File: config.mk
export PLATFORM = sky130hd
export DESIGN_NAME = pd_bit_serializer
export DESIGN_NICKNAME = d
export VERILOG_FILES = /design/src/rtl/pd_pkg.sv /design/src/rtl/pd_bit_serializer.sv
export SDC_FILE = /design/constraint.sdc
export NUM_CORES = 1
export LEC_CHECK = 0
export ABC_AREA = 1
export BUFFER_PORTS_ARGS = -buffer_cell sky130_fd_sc_hd__buf_2
export CORE_AREA = 2 2 57 59
export DETAILED_ROUTE_END_ITERATION = 12
export DIE_AREA = 0 0 59 61
export PLACE_DENSITY = 0.75
export SLEW_MARGIN = 5
export SYNTH_ARGS = -nofsm -noshare
export SYNTH_HDL_FRONTEND = slang
export SYNTH_SLANG_ARGS = --single-unit
File: constraint.sdc
create_clock -name clk_i -period 2.1 [get_ports clk_i]
set_input_delay 0.21 -clock clk_i [delete_from_list [all_inputs] [get_ports clk_i]]
set_output_delay 0.21 -clock clk_i [all_outputs]
set_load 0.005 [all_outputs]
File: src/rtl/pd_pkg.sv
// Shared definitions for the 110110 pattern-detector slice: serializer FSM
// state encoding, default word width and the pattern constant used by benches.
package pd_pkg;

  // Serializer FSM states.
  typedef enum logic {
    PD_SER_IDLE  = 1'b0,
    PD_SER_SHIFT = 1'b1
  } pd_ser_state_e;

  // Default parallel word width fed to the serializer.
  localparam int PD_WORD_W = 8;

  // Pattern recognised by the downstream detector.
  localparam logic [5:0] PD_PATTERN = 6'b110110;

endpackage : pd_pkg

File: src/rtl/pd_bit_serializer.sv
// Parallel-to-serial feeder for the 110110 pattern detector.
// Words are accepted over valid/ready and leave one bit per bit_stb_i strobe
// on data_o/valid_o. On the last bit of a word a new word may be accepted on
// the same edge, so back-to-back words stream without a bubble.
// Build option: define PD_SER_LSB_FIRST_EN to emit bits LSB-first; otherwise
// bits leave MSB-first. Counting, handshake and timing are the same in both.
module pd_bit_serializer
  import pd_pkg::*;
#(
  parameter int WIDTH = PD_WORD_W,
  parameter int CNT_W = 16
) (
  input  logic             clk_i,
  input  logic             rst_i,
  input  logic [WIDTH-1:0] word_i,
  input  logic             word_valid_i,
  output logic             word_ready_o,
  input  logic             bit_stb_i,
  output logic             data_o,
  output logic             valid_o,
  output logic             busy_o,
  output logic [CNT_W-1:0] words_sent_o
);

  localparam int            BC_W     = $clog2(WIDTH);
  localparam logic [BC_W-1:0] LAST_CNT = BC_W'(WIDTH - 1);

  pd_ser_state_e    state_q;
  logic [WIDTH-1:0] sreg_q;
  logic [WIDTH-1:0] sreg_shift_d;
  logic [BC_W-1:0]  bit_cnt_q;
  logic             data_q;
  logic             valid_q;
  logic [CNT_W-1:0] words_sent_q;
  logic             next_bit_d;
  logic             last_bit;
  logic             accept;

  assign last_bit     = (bit_cnt_q == LAST_CNT);
  assign word_ready_o = (state_q == PD_SER_IDLE) ||
                        ((state_q == PD_SER_SHIFT) && bit_stb_i && last_bit);
  assign accept       = word_valid_i && word_ready_o;

  // Select the outgoing bit and the shifted register for the build's bit order.
  always_comb begin
    // NOTE: every always_comb output is assigned on every path; a missing
    // assignment would infer a latch.
`ifdef PD_SER_LSB_FIRST_EN
    next_bit_d   = sreg_q[0];
    sreg_shift_d = {1'b0, sreg_q[WIDTH-1:1]};
`else
    next_bit_d   = sreg_q[WIDTH-1];
    sreg_shift_d = {sreg_q[WIDTH-2:0], 1'b0};
`endif
  end

  // Two-state FSM with the shift register, bit counter, word counter and
  // registered serial outputs.
  always_ff @(posedge clk_i or negedge rst_i) begin
    // NOTE: sequential state uses non-blocking assignments so every register
    // samples pre-edge values regardless of statement order.
    if (!rst_i) begin
      state_q      <= PD_SER_IDLE;
      sreg_q       <= '0;
      bit_cnt_q    <= '0;
      data_q       <= 1'b0;
      valid_q      <= 1'b0;
      words_sent_q <= '0;
    end else begin
      case (state_q)
        PD_SER_IDLE: begin
          valid_q <= 1'b0;
          if (accept) begin
            sreg_q    <= word_i;
            bit_cnt_q <= '0;
            state_q   <= PD_SER_SHIFT;
          end
        end
        PD_SER_SHIFT: begin
          if (bit_stb_i) begin
            data_q    <= next_bit_d;
            valid_q   <= 1'b1;
            sreg_q    <= sreg_shift_d;
            bit_cnt_q <= bit_cnt_q + 1'b1;
            if (last_bit) begin
              words_sent_q <= words_sent_q + 1'b1;
              // A word accepted on the last-bit edge overrides the shift and
              // restarts the count: zero-gap streaming.
              if (accept) begin
                sreg_q    <= word_i;
                bit_cnt_q <= '0;
              end else begin
                state_q <= PD_SER_IDLE;
              end
            end
          end else begin
            valid_q <= 1'b0;
          end
        end
        default: begin
          state_q <= PD_SER_IDLE;
          valid_q <= 1'b0;
        end
      endcase
    end
  end

  assign data_o       = data_q;
  assign valid_o      = valid_q;
  assign busy_o       = (state_q == PD_SER_SHIFT);
  assign words_sent_o = words_sent_q;

endmodule : pd_bit_serializer

==> results.rst, run 1 <==
.. list-table::
   :header-rows: 1

   * - Metric
     - Value
   * - Run status
     - complete, no violations
   * - Synthesized-area fraction occupied by ao, oa, aoi and oai cells
     - 7.38%
   * - Static leakage
     - 0.955 nW
   * - Setup repair after global routing missed its margin
     - no
   * - Number of routed nets with antenna violations
     - 0
   * - Number of vias in the routed layout
     - between 1000 and 1500
   * - Slew Limit Headroom
     - roughly 48%
   * - Routed length per instance
     - 10.8 um
   * - Power per standard cell area
     - 814 mW/mm2
   * - Height of the die
     - just over 60 um
   * - Post-layout worst setup margin
     - 0.248 ns
   * - Initial standard-cell utilization of the core
     - between 50% and 60%
   * - Number of ports placed on the die boundary
     - 32
   * - Combinational group share of total power
     - between 20% and 30%
   * - Maximum capacitance violations
     - 0
   * - CP Capture Type
     - output pin
   * - Fraction of layout instances using a drive strength above 1
     - around 22%
   * - Max VDD drop
     - 0.423 mV
   * - Ratio of routed vias to standard cells
     - between 4 and 5
   * - Number of standard-cell rows in the floorplan
     - 20
   * - Area of the core
     - approximately 0.0030 mm2
   * - Period minus WS final
     - 1.85 ns
   * - GRT Resource Usage Total
     - 18.3%
   * - NumNets Final
     - between 200 and 250
   * - Internal Pwr Total
     - 0.982 mW
   * - Seq cells post-synth
     - 30
   * - Hold crit path type
     - input port to flop
   * - Total number of clock tree sinks
     - 30
   * - Number of hold violations in the final report
     - 0
   * - Data arrival time of the critical path
     - 1.64 ns
   * - Gp weighted congestion
     - between 0.7 and 0.8
   * - Dominant cell type by count on the critical path
     - sky130_fd_sc_hd__ha_1
   * - Cell type group with the largest total delay on the critical path
     - adder cells
   * - Multiplexer share of the synthesized area
     - 0%
   * - Fraction of synthesis flops using an asynchronous set or reset pin
     - 100%
   * - DRC violation total after the first TritonRoute iteration
     - 31
   * - Later-pin clock latency in the skew report
     - 0.32 ns
   * - Critical path, cell by cell
     - ha_1, ha_1, inv_1, nor2_8, inv_2, nand2_1, buf_2
   * - Fraction of the mapped netlist area in simple logic gates
     - 27.0%
   * - Count of buffers inserted at the top-level ports
     - 31
   * - Number of synthesized flops with an enable pin
     - 0
   * - Wire length of the first global-routing pass
     - 4820 um
   * - Final HPWL DP
     - 2000 um
   * - Setup Total Neg Slack
     - 0 ns
   * - Number of setup violations in the final report
     - 0
   * - Crit share post-route
     - between 80 and 90%
   * - Top cells by area in the synthesized netlist
     - sky130_fd_sc_hd__dfrtp_1 49%, sky130_fd_sc_hd__nand2_1 12%, sky130_fd_sc_hd__inv_1 7.1%, sky130_fd_sc_hd__o21ai_0 4.3%, sky130_fd_sc_hd__nor2_1 3.4%
   * - DR WL met3
     - 137 um
   * - Clock power frac
     - 21.4%
   * - Main synth FF type
     - sky130_fd_sc_hd__dfrtp_1
   * - CTS tree
     - yes
   * - Fraction of power consumed by sequential logic
     - around 54%
   * - Full die area
     - 0.00360 mm2
   * - Share of synthesized cell area in full adder, half adder and majority cells
     - 2.46%
   * - Total buffers and inverters traversed by the critical path
     - 3
   * - Sum of routed wire length over all layers
     - between 2000 and 3000 um
   * - Buffer depth of the longest clock path
     - 2
   * - Worst-Margin Slew
     - 0.768 ns
   * - Antenna violations before repair
     - 0
   * - Number of warnings issued by yosys
     - 0
   * - Post-synthesis instance total
     - 180
   * - Synthesis-to-finish area growth
     - 16.6%
   * - Pin count of the biggest net entering global routing
     - 31
   * - Number of buffers created by CTS
     - 5
   * - Uppermost routed layer
     - met4
   * - Critical setup path kind
     - flop to output pin
   * - Post-route clock skew
     - 0.00634 ns
   * - Clock H-tree levels
     - 2
   * - Max-slew violations
     - 0
   * - Ant. Diodes
     - 0
   * - Number of global-route vias before repair
     - roughly 1100
   * - Routed met2 length
     - 1260 um
   * - Cell type with the largest total area after synthesis
     - sky130_fd_sc_hd__dfrtp_1
   * - Combinational family with the most area after synthesis
     - simple AND/OR/NAND/NOR gates
   * - GR Overflow Total
     - 0
   * - Slowest CP cell
     - sky130_fd_sc_hd__dfrtp_1
   * - Required arrival time at the worst endpoint
     - 1.89 ns
   * - Max Clock Freq
     - 0.540 GHz
   * - Switching portion of total power
     - 32.2%
   * - Sequential fraction of the synthesis area
     - 49.2%
   * - Synthesized area
     - about 0.0015 mm2
   * - Pre-CTS setup slack
     - between 0.4 and 0.5 ns
   * - Master cell of the clock root buffer
     - sky130_fd_sc_hd__clkbuf_4
   * - Post-CTS Resized
     - 0
   * - Post-Synth XOR/XNOR Area
     - 5.74%
   * - Detailed Routing Iterations Pass 1
     - 4
   * - Share of Yosys cell area claimed by the top area cell type
     - 49.2%
   * - Syn nets
     - 195
   * - Unique cell type count in the Yosys netlist
     - 23
   * - Switching power total
     - 0.466 mW
   * - Largest stage delay on the critical path
     - 0.39 ns
   * - Wl on met1
     - 1270 um
   * - CP startpoint kind
     - flop
   * - Count of unresolved DRC violations after routing
     - 0
   * - Mean area per synthesized cell
     - 8.48 um2
   * - Critical-path maximum fanout
     - 10
   * - Clock-pin slew of the registers on the worst-case setup and hold paths
     - 0.08 ns
   * - Floorplan die width
     - 59 um
stage by stage:
| stage | instance area [um2] | hold WS [ns] | power (mW) | cells | utilization (%) |
|---|---|---|---|---|---|
| 2_1_floorplan | 1530 | -0.0856 | 1.02 | 180 | - |
| 3_3_place_gp | 1720 | 0.276 | 1.14 | 243 | 58.4 |
| 3_5_place_dp | 1720 | 0.277 | 1.16 | 243 | 58.4 |
| 4_1_cts | 1780 | 0.0971 | 1.48 | 251 | 60.3 |
| 5_1_grt | 1780 | 0.117 | 1.59 | 251 | 60.3 |
| 6_report | 1780 | 0.111 | 1.45 | 251 | 60.3 |
kinds of logic (layout without fill, tap and decap cells):
kind of cell | Yosys count | in the layout
AND/OR/NAND/NOR | 84 | 84
buffers and inverters | 33 | 71
flip-flops | 30 | 30
AO/OA/AOI/OAI | 20 | 20
XOR/XNOR | 10 | 10
adder cells (fa/ha/maj) | 3 | 3
metal layers:
layer,track usage [%],vias up
li1,-,630
met5,0,-
met1,22.6,538
met4,7.79,0
met3,5.97,5
met2,29.5,30
area by class of cell:
class                      count  area (um2)
clock buffer                   7        45.0
fill                         273        1170
inverter                      30         113
multi-input combinational    117         649
sequential                    30         751
tap                           33        41.3
timing repair buffer          34         180
tightest hold or removal path, cell delays in order:
cell and delay (ns):
sky130_fd_sc_hd__buf_2 0.08, sky130_fd_sc_hd__inv_1 0.04, sky130_fd_sc_hd__nand2_1 0.06
flip-flops by register name, indices dropped and copies added, names as in the netlist:
signal	count
busy_o	1
bit_cnt_q	3
valid_o	1
words_sent_o	16
data_o	1
sreg_q	8
timing repair:
item,4_1_cts,5_1_grt
hold buffers,1,0
endpoints found under the hold margin,30,0
buffers inserted,0,0
synthesized netlist by cell type (all sizes together) (2+ instances only):
library cell / instances
nand4: 2
o21ai: 13
nand3b: 3
nand2: 53
buf: 2
ha: 3
nand3: 7
xor2: 5
o211ai: 4
dfrtp: 30
inv: 30
a31oi: 2
xnor2: 5
nor2: 19
path summary, 6_finish.rpt:
| path | start | end | slack [ns] | cells past startpoint |
|---|---|---|---|---|
| worst max register to register | bit_cnt_q[0] | sreg_q[1] | 0.46 | 8 |
| min in group asynchronous | rst_i | words_sent_o[4] | 0.44 | 2 |
| worst min register to register | words_sent_o[6] | words_sent_o[6] | 0.51 | 1 |
| max in group asynchronous | rst_i | bit_cnt_q[0] | 1.24 | 2 |
| worst min-delay path | word_valid_i | busy_o | 0.11 | 3 |
| worst max-delay path | bit_cnt_q[0] | word_ready_o | 0.25 | 7 |
layout by cell type (no fill, tap or decap):
master,Yosys,final
sky130_fd_sc_hd__nand2_1,50,50
sky130_fd_sc_hd__buf_2,2,31
sky130_fd_sc_hd__dfrtp_1,30,30
sky130_fd_sc_hd__inv_1,29,29
sky130_fd_sc_hd__nor2_1,14,14
sky130_fd_sc_hd__o21ai_0,13,13
sky130_fd_sc_hd__nand3_1,6,6
sky130_fd_sc_hd__xnor2_1,5,5
sky130_fd_sc_hd__xor2_1,5,5
sky130_fd_sc_hd__clkbuf_4,0,5
sky130_fd_sc_hd__o211ai_1,4,4
sky130_fd_sc_hd__nor2_4,3,3
sky130_fd_sc_hd__nand3b_1,3,3
sky130_fd_sc_hd__ha_1,3,3
sky130_fd_sc_hd__nand2_4,2,2
sky130_fd_sc_hd__a31oi_1,2,2
sky130_fd_sc_hd__nand4_1,2,2
sky130_fd_sc_hd__clkbuf_1,1,2
sky130_fd_sc_hd__buf_4,0,2
sky130_fd_sc_hd__nor2_8,1,1
sky130_fd_sc_hd__inv_2,1,1
sky130_fd_sc_hd__nor2_2,1,1
sky130_fd_sc_hd__nand3_4,1,1
sky130_fd_sc_hd__nand2_2,1,1
sky130_fd_sc_hd__a21oi_1,1,1
sky130_fd_sc_hd__dlygate4sd3_1,0,1
power groups by stage:
stage | combinational (mW) | clock, mW | sequential (mW)
detailed placement | 0.365 | 0 | 0.791
floorplan | 0.240 | 0 | 0.780
global route | 0.431 | 0.361 | 0.800
CTS | 0.367 | 0.329 | 0.781
finish | 0.358 | 0.309 | 0.780
global placement | 0.351 | 0 | 0.787
Note: power is estimated with default switching activity, not from simulation.
==> inputs of run 2 (changes only) <==
--- a/config.mk
+++ b/config.mk
@@ -7,10 +7,11 @@
 export LEC_CHECK = 0
 export ABC_AREA = 1
 export BUFFER_PORTS_ARGS = -buffer_cell sky130_fd_sc_hd__buf_2
-export CORE_AREA = 2 2 57 59
+export CORE_AREA = 2 2 56 58
+export CTS_BUF_LIST = sky130_fd_sc_hd__clkbuf_8
 export DETAILED_ROUTE_END_ITERATION = 12
-export DIE_AREA = 0 0 59 61
-export PLACE_DENSITY = 0.75
+export DIE_AREA = 0 0 58 60
+export PLACE_DENSITY = 0.77
 export SLEW_MARGIN = 5
 export SYNTH_ARGS = -nofsm -noshare
 export SYNTH_HDL_FRONTEND = slang
==> run 2 against run 1 <==
  * Power up 11%
  * Utilization grew 2.1 points
  * Clock-buffer cell count shrank 1
  * Setup slack gained 0.040 ns
  * First-iteration DRC count grew 90%
  * Critical path depth is the same
  * Sequential power hardly changed
  * Cell count shrank 0.80%
  * Register-to-register slack gained 0.03 ns
  * Sequential cell count unchanged
==> results.rst, run 2 (synthesis gave the netlist of run 1 again) <==
.. list-table::
   :header-rows: 1

   * - Metric
     - Value
   * - Run status
     - complete, no violations
   * - Fraction of power consumed by sequential logic
     - 48.7%
   * - Setup Total Neg Slack
     - 0 ns
   * - Max Clock Freq
     - 0.552 GHz
   * - Number of setup violations in the final report
     - 0
   * - Buffer depth of the longest clock path
     - 2
   * - Crit share post-route
     - 86.3%
   * - Number of hold violations in the final report
     - 0
   * - Slowest CP cell
     - sky130_fd_sc_hd__dfrtp_1
   * - Data arrival time of the critical path
     - 1.60 ns
   * - Full die area
     - 0.00348 mm2
   * - Power per standard cell area
     - a little under 900 mW/mm2
   * - GR Overflow Total
     - 0
   * - Maximum capacitance violations
     - 0
   * - Switching portion of total power
     - 30.9%
   * - Clock power frac
     - approximately 29%
   * - Number of vias in the routed layout
     - approximately 1200
   * - GRT Resource Usage Total
     - 18.4%
   * - Largest stage delay on the critical path
     - 0.38 ns
   * - Ratio of routed vias to standard cells
     - roughly 4.9
   * - Number of buffers created by CTS
     - 5
   * - Wire length of the first global-routing pass
     - 4650 um
   * - Internal Pwr Total
     - 1.11 mW
   * - Worst-Margin Slew
     - approximately 0.66 ns
   * - Worst Hold End
     - busy_o
   * - CP Capture Type
     - output pin
   * - DRC violation total after the first TritonRoute iteration
     - just under 60
   * - Post-route clock skew
     - 0.00463 ns
   * - Depth of the worst register-to-register path
     - 8
   * - Total buffers and inverters traversed by the critical path
     - 3
   * - Detailed Routing Iterations Pass 1
     - 4
   * - Floorplan die width
     - roughly 58 um
   * - CTS tree
     - yes
   * - Number of global-route vias before repair
     - roughly 1100
   * - Post-route core utilization
     - between 60 and 70%
   * - Fraction of layout instances using a drive strength above 1
     - 22.2%
   * - Max-slew violations
     - 0
   * - Worst hold path depth
     - 3
   * - Master cell of the clock root buffer
     - sky130_fd_sc_hd__clkbuf_8
   * - Most frequent cells in the layout
     - 50 x sky130_fd_sc_hd__nand2_1, 31 x sky130_fd_sc_hd__buf_2, 30 x sky130_fd_sc_hd__dfrtp_1, 29 x sky130_fd_sc_hd__inv_1, 14 x sky130_fd_sc_hd__nor2_1
   * - Critical setup path kind
     - flop to output pin
   * - Post-CTS Resized
     - 0
   * - Area of the core
     - 0.00290 mm2
   * - Antenna violations before repair
     - 0
   * - Number of ports placed on the die boundary
     - 32
   * - Setup slack of the worst register-to-register path
     - between 0.4 and 0.5 ns
   * - Dominant cell type by count on the critical path
     - sky130_fd_sc_hd__ha_1
   * - Slew Limit Headroom
     - between 50% and 60%
   * - Leading cell type in the layout, fill and taps excluded
     - sky130_fd_sc_hd__nand2_1
   * - Cell type group with the largest total delay on the critical path
     - adder cells
   * - Fill cells
     - about 260
   * - Static leakage
     - 0.968 nW
   * - Setup repair after global routing missed its margin
     - no
   * - Launching instance or port of the critical path
     - bit_cnt_q[0]
   * - Combinational group share of total power
     - 22.6%
   * - Capturing point of the worst reg2reg path
     - sreg_q[7]
   * - Reg2Reg Launch Point
     - bit_cnt_q[0]
   * - Flip-flop count of the largest register after layout
     - 16
   * - Period minus WS final
     - 1.81 ns
   * - Switching power total
     - just under 0.5 mW
   * - Critical-path maximum fanout
     - 10
   * - Synthesis-to-finish area growth
     - 18.5%
   * - Height of the die
     - 60 um
   * - Total number of clock tree sinks
     - 30
   * - Required arrival time at the worst endpoint
     - approximately 1.9 ns
   * - Clock-pin slew of the registers on the worst-case setup and hold paths
     - 0.06 ns
   * - Final HPWL DP
     - 2060 um
   * - Hold Path Origin
     - word_valid_i
   * - NumNets Final
     - 232
   * - Routed length per instance
     - 11.2 um
   * - Clock H-tree levels
     - 2
   * - Count of unresolved DRC violations after routing
     - 0
   * - Hold crit path type
     - input port to flop
   * - Ant. Diodes
     - 0
   * - Critical path, cell by cell
     - ha_1, ha_1, inv_1, nor2_8, inv_2, nand2_1, buf_2
   * - Pin count of the biggest net entering global routing
     - 31
   * - Number of routed nets with antenna violations
     - 0
   * - Initial standard-cell utilization of the core
     - 52.6%
   * - CP startpoint kind
     - flop
   * - Post-layout power
     - about 1.6 mW
   * - Number of standard-cell rows in the floorplan
     - 20
   * - Later-pin clock latency in the skew report
     - 0.28 ns
   * - Max VDD drop
     - 0.668 mV
   * - Gp weighted congestion
     - 0.792
   * - Sum of routed wire length over all layers
     - 2780 um
   * - Count of buffers inserted at the top-level ports
     - 31
-- run 2: cell count changes in the layout (fill, tap and decap cells not counted), sizes merged --
cell	change
buf	-1
clkbuf	-1
-- run 2: power groups by stage --
| stage | combinational [mW] | clock, mW | sequential (mW) |
|---|---|---|---|
| 2_1_floorplan | 0.240 | 0 | 0.780 |
| 3_3_place_gp | 0.350 | 0 | 0.786 |
| 3_5_place_dp | 0.366 | 0 | 0.787 |
| 4_1_cts | 0.368 | 0.475 | 0.781 |
| 5_1_grt | 0.419 | 0.498 | 0.795 |
| 6_report | 0.362 | 0.461 | 0.780 |
-- run 2: cell type report --
type / instances / area, um2 / share of cell area (%)
clock buffer: 6 / 82.6 / 4.56
inverter: 30 / 113 / 6.22
multi-input combinational: 117 / 649 / 35.9
sequential: 30 / 751 / 41.5
tap: 33 / 41.3 / 2.28
timing repair buffer: 33 / 173 / 9.54
-- run 2: worst max path at each step --
stage / to / slack, ns / cells past startpoint
CTS: word_ready_o / 0.27 / 7
global placement: sreg_q[1] / 0.55 / 8
global route: word_ready_o / 0.20 / 7
floorplan: sreg_q[1] / 0.62 / 9
detailed placement: sreg_q[6] / 0.48 / 8
finish: word_ready_o / 0.29 / 7
-- run 2: layer usage --
metal,track usage [%],up-vias,part of all wire [%]
li1,-,626,-
met1,21.0,569,46
met2,31.3,33,46
met3,7.14,3,6.7
met4,6.98,0,1.3
met5,0,-,0
-- run 2: through the flow --
stage,hold WS (ns),cells,worst slack [ns],area (um2)
after floorplan,-0.0856,180,0.617,1530
after global placement,0.286,242,0.553,1720
after detailed placement,0.282,242,0.482,1720
after CTS,0.136,249,0.272,1810
after global routing,0.156,249,0.200,1810
final,0.148,249,0.287,1810
-- run 2: timing repair --
item                                   4_1_cts  5_1_grt
buffers inserted                             0        0
endpoints found under the hold margin       30        0
hold buffers                                 1        0
-- run 2: worst min-delay path: stages --
cell,delay [ns]
sky130_fd_sc_hd__buf_2,0.09
sky130_fd_sc_hd__inv_1,0.04
sky130_fd_sc_hd__nand2_1,0.05
==> inputs of run 3 (changes only) <==
--- a/config.mk
+++ b/config.mk
@@ -11,7 +11,7 @@
 export CTS_BUF_LIST = sky130_fd_sc_hd__clkbuf_8
 export DETAILED_ROUTE_END_ITERATION = 12
 export DIE_AREA = 0 0 58 60
-export PLACE_DENSITY = 0.77
+export PLACE_DENSITY_LB_ADDON = 0.15
 export SLEW_MARGIN = 5
 export SYNTH_ARGS = -nofsm -noshare
 export SYNTH_HDL_FRONTEND = slang
==> run 3 against run 2 <==
  * Clock-buffer cell count is 1 lower
  * Sequential cell count did not move
  * Setup slack worse by 0.0066 ns
  * Power shrank 2.5%
  * Die area stayed put
  * Largest cell class unchanged
  * Global-route usage increased by 0.38 points
  * Sequential power hardly changed
  * Critical path type unchanged
  * Cell count grew 0.40%
  * Worst hold slack better by 0.0041 ns
  * Maximum frequency fell by 0.36%
  * Non-clock buffer count unchanged
  * Utilization shrank 0.22 points
==> results.rst, run 3 (synthesis gave the netlist of run 1 again) <==
.. list-table::
   :header-rows: 1

   * - Metric
     - Value
   * - Required arrival time at the worst endpoint
     - approximately 1.9 ns
   * - Placed Instance Area
     - 0.00172 mm2
   * - Finished Cell Area
     - 0.00180 mm2
   * - Synthesis-to-finish area growth
     - 18.1%
   * - Number of setup violations in the final report
     - 0
   * - Max-slew violations
     - 0
   * - Wire length of the first global-routing pass
     - 4890 um
   * - Fill cells
     - 265
   * - Number of ports placed on the die boundary
     - 32
   * - Count of buffers inserted at the top-level ports
     - 31
   * - Clock H-tree levels
     - 2
   * - Number of buffers created by CTS
     - 5
   * - Placed Instances
     - 242
   * - CTS tree
     - yes
   * - Number of routed nets with antenna violations
     - 0
   * - Critical-path maximum fanout
     - 10
   * - GR Overflow Total
     - 0
   * - DRC violation total after the first TritonRoute iteration
     - 36
   * - Ratio of routed vias to standard cells
     - 4.96
   * - Setup Total Neg Slack
     - 0 ns
   * - Master cell of the clock root buffer
     - sky130_fd_sc_hd__clkbuf_8
   * - Max Clock Freq
     - 0.550 GHz
   * - Post-CTS Setup Bufs
     - 0
   * - Max VDD drop
     - 0.733 mV
   * - Number of vias in the routed layout
     - around 1200
   * - Leading cell type in the layout, fill and taps excluded
     - sky130_fd_sc_hd__nand2_1
   * - Critical setup path kind
     - flop to output pin
   * - Antenna violations before repair
     - 0
   * - Pin count of the biggest net entering global routing
     - 31
   * - Final HPWL DP
     - around 2100 um
   * - Post-CTS Resized
     - 0
   * - Period minus WS final
     - about 1.8 ns
   * - Initial standard-cell utilization of the core
     - between 50 and 60%
   * - Slew Limit Headroom
     - approximately 56%
   * - NumNets Final
     - 232
   * - Setup repair after global routing missed its margin
     - no
   * - Maximum capacitance violations
     - 0
   * - Total number of clock tree sinks
     - 30
   * - Post-layout power
     - 1.56 mW
   * - Full die area
     - 0.00348 mm2
   * - Area of the core
     - approximately 0.0029 mm2
   * - Ant. Diodes
     - 0
   * - Count of unresolved DRC violations after routing
     - 0
   * - Sum of routed wire length over all layers
     - ~2800 um
   * - Gp weighted congestion
     - 0.770
   * - Run status
     - complete, no violations
   * - Buffer depth of the longest clock path
     - 2
   * - Floorplan die width
     - slightly below 60 um
   * - Number of hold violations in the final report
     - 0
   * - Data arrival time of the critical path
     - roughly 1.6 ns
   * - Flip-flop count of the largest register after layout
     - 16
   * - Worst-Margin Slew
     - 0.654 ns
   * - Post-route clock skew
     - 0.00302 ns
   * - GRT Resource Usage Total
     - 18.8%
   * - Number of standard-cell rows in the floorplan
     - 20
   * - CP Capture Type
     - output pin
   * - Routed length per instance
     - 11.3 um
   * - Post-CTS Hold Buffers
     - 1
   * - Hold crit path type
     - input port to flop
   * - Fraction of layout instances using a drive strength above 1
     - 21.7%
   * - Power per standard cell area
     - 867 mW/mm2
   * - CP startpoint kind
     - flop
   * - Number of global-route vias before repair
     - 1158
   * - Most frequent cells in the layout
     - 50 x sky130_fd_sc_hd__nand2_1, 31 x sky130_fd_sc_hd__inv_1, 31 x sky130_fd_sc_hd__buf_2, 30 x sky130_fd_sc_hd__dfrtp_1, 14 x sky130_fd_sc_hd__nor2_1
   * - Crit share post-route
     - 86.6%
   * - Later-pin clock latency in the skew report
     - between 0.2 and 0.3 ns
   * - Clock-pin slew of the registers on the worst-case setup and hold paths
     - 0.06 ns
   * - Final cell count without fillers
     - 250
   * - Detailed Routing Iterations Pass 1
     - 4
   * - Height of the die
     - ~60 um
   * - Static leakage
     - 0.971 nW
run 3: area by class of cell:
| type | instances | area [um2] | area share (%) |
|---|---|---|---|
| flip-flops and latches | 30 | 751 | 41.6 |
| repair buffers | 33 | 173 | 9.58 |
| clock inverters | 2 | 7.51 | 0.416 |
| clock buffers | 5 | 68.8 | 3.82 |
| multi-input cells | 117 | 649 | 36.0 |
| well taps | 33 | 41.3 | 2.29 |
| inverters | 30 | 113 | 6.25 |
run 3: layer usage:
layer | global-route usage [%] | share of wire, % | up-vias
met4 | 6.31 | 0.81 | 0
met3 | 6.71 | 5.3 | 2
li1 | - | - | 624
met1 | 22.7 | 44 | 584
met2 | 31.3 | 50 | 31
met5 | 0 | 0 | -
run 3: final timing paths:
check	from	to	slack, ns	depth (start not counted)
max reg2reg	bit_cnt_q[0]	sreg_q[5]	0.42	8
min	word_valid_i	busy_o	0.15	3
max	bit_cnt_q[0]	word_ready_o	0.28	7
min reg2reg	data_o	data_o	0.50	2
min in group asynchronous	rst_i	words_sent_o[4]	0.49	2
max in group asynchronous	rst_i	sreg_q[4]	1.18	2
run 3: metrics by stage:
step	setup WS [ns]	hold slack (ns)	util (%)
6_report	0.281	0.152	62.1
5_1_grt	0.180	0.178	62.1
4_1_cts	0.277	0.152	62.1
3_5_place_dp	0.441	0.280	59.1
3_3_place_gp	0.545	0.277	59.1
2_1_floorplan	0.617	-0.0856	-
run 3: report_power, final:
part | switching, mW | total [mW] | internal [mW]
Sequential | 0.0784 | 0.780 | 0.702
Combinational | 0.209 | 0.363 | 0.154
Clock | 0.201 | 0.419 | 0.218
run 3: critical path, stage by stage, from the launching register on:
cell and delay [ns]:
sky130_fd_sc_hd__dfrtp_1 0.38, sky130_fd_sc_hd__ha_1 0.21, sky130_fd_sc_hd__ha_1 0.20, sky130_fd_sc_hd__inv_1 0.14, sky130_fd_sc_hd__nor2_8 0.09, sky130_fd_sc_hd__inv_2 0.10, sky130_fd_sc_hd__nand2_1 0.08, sky130_fd_sc_hd__buf_2 0.13
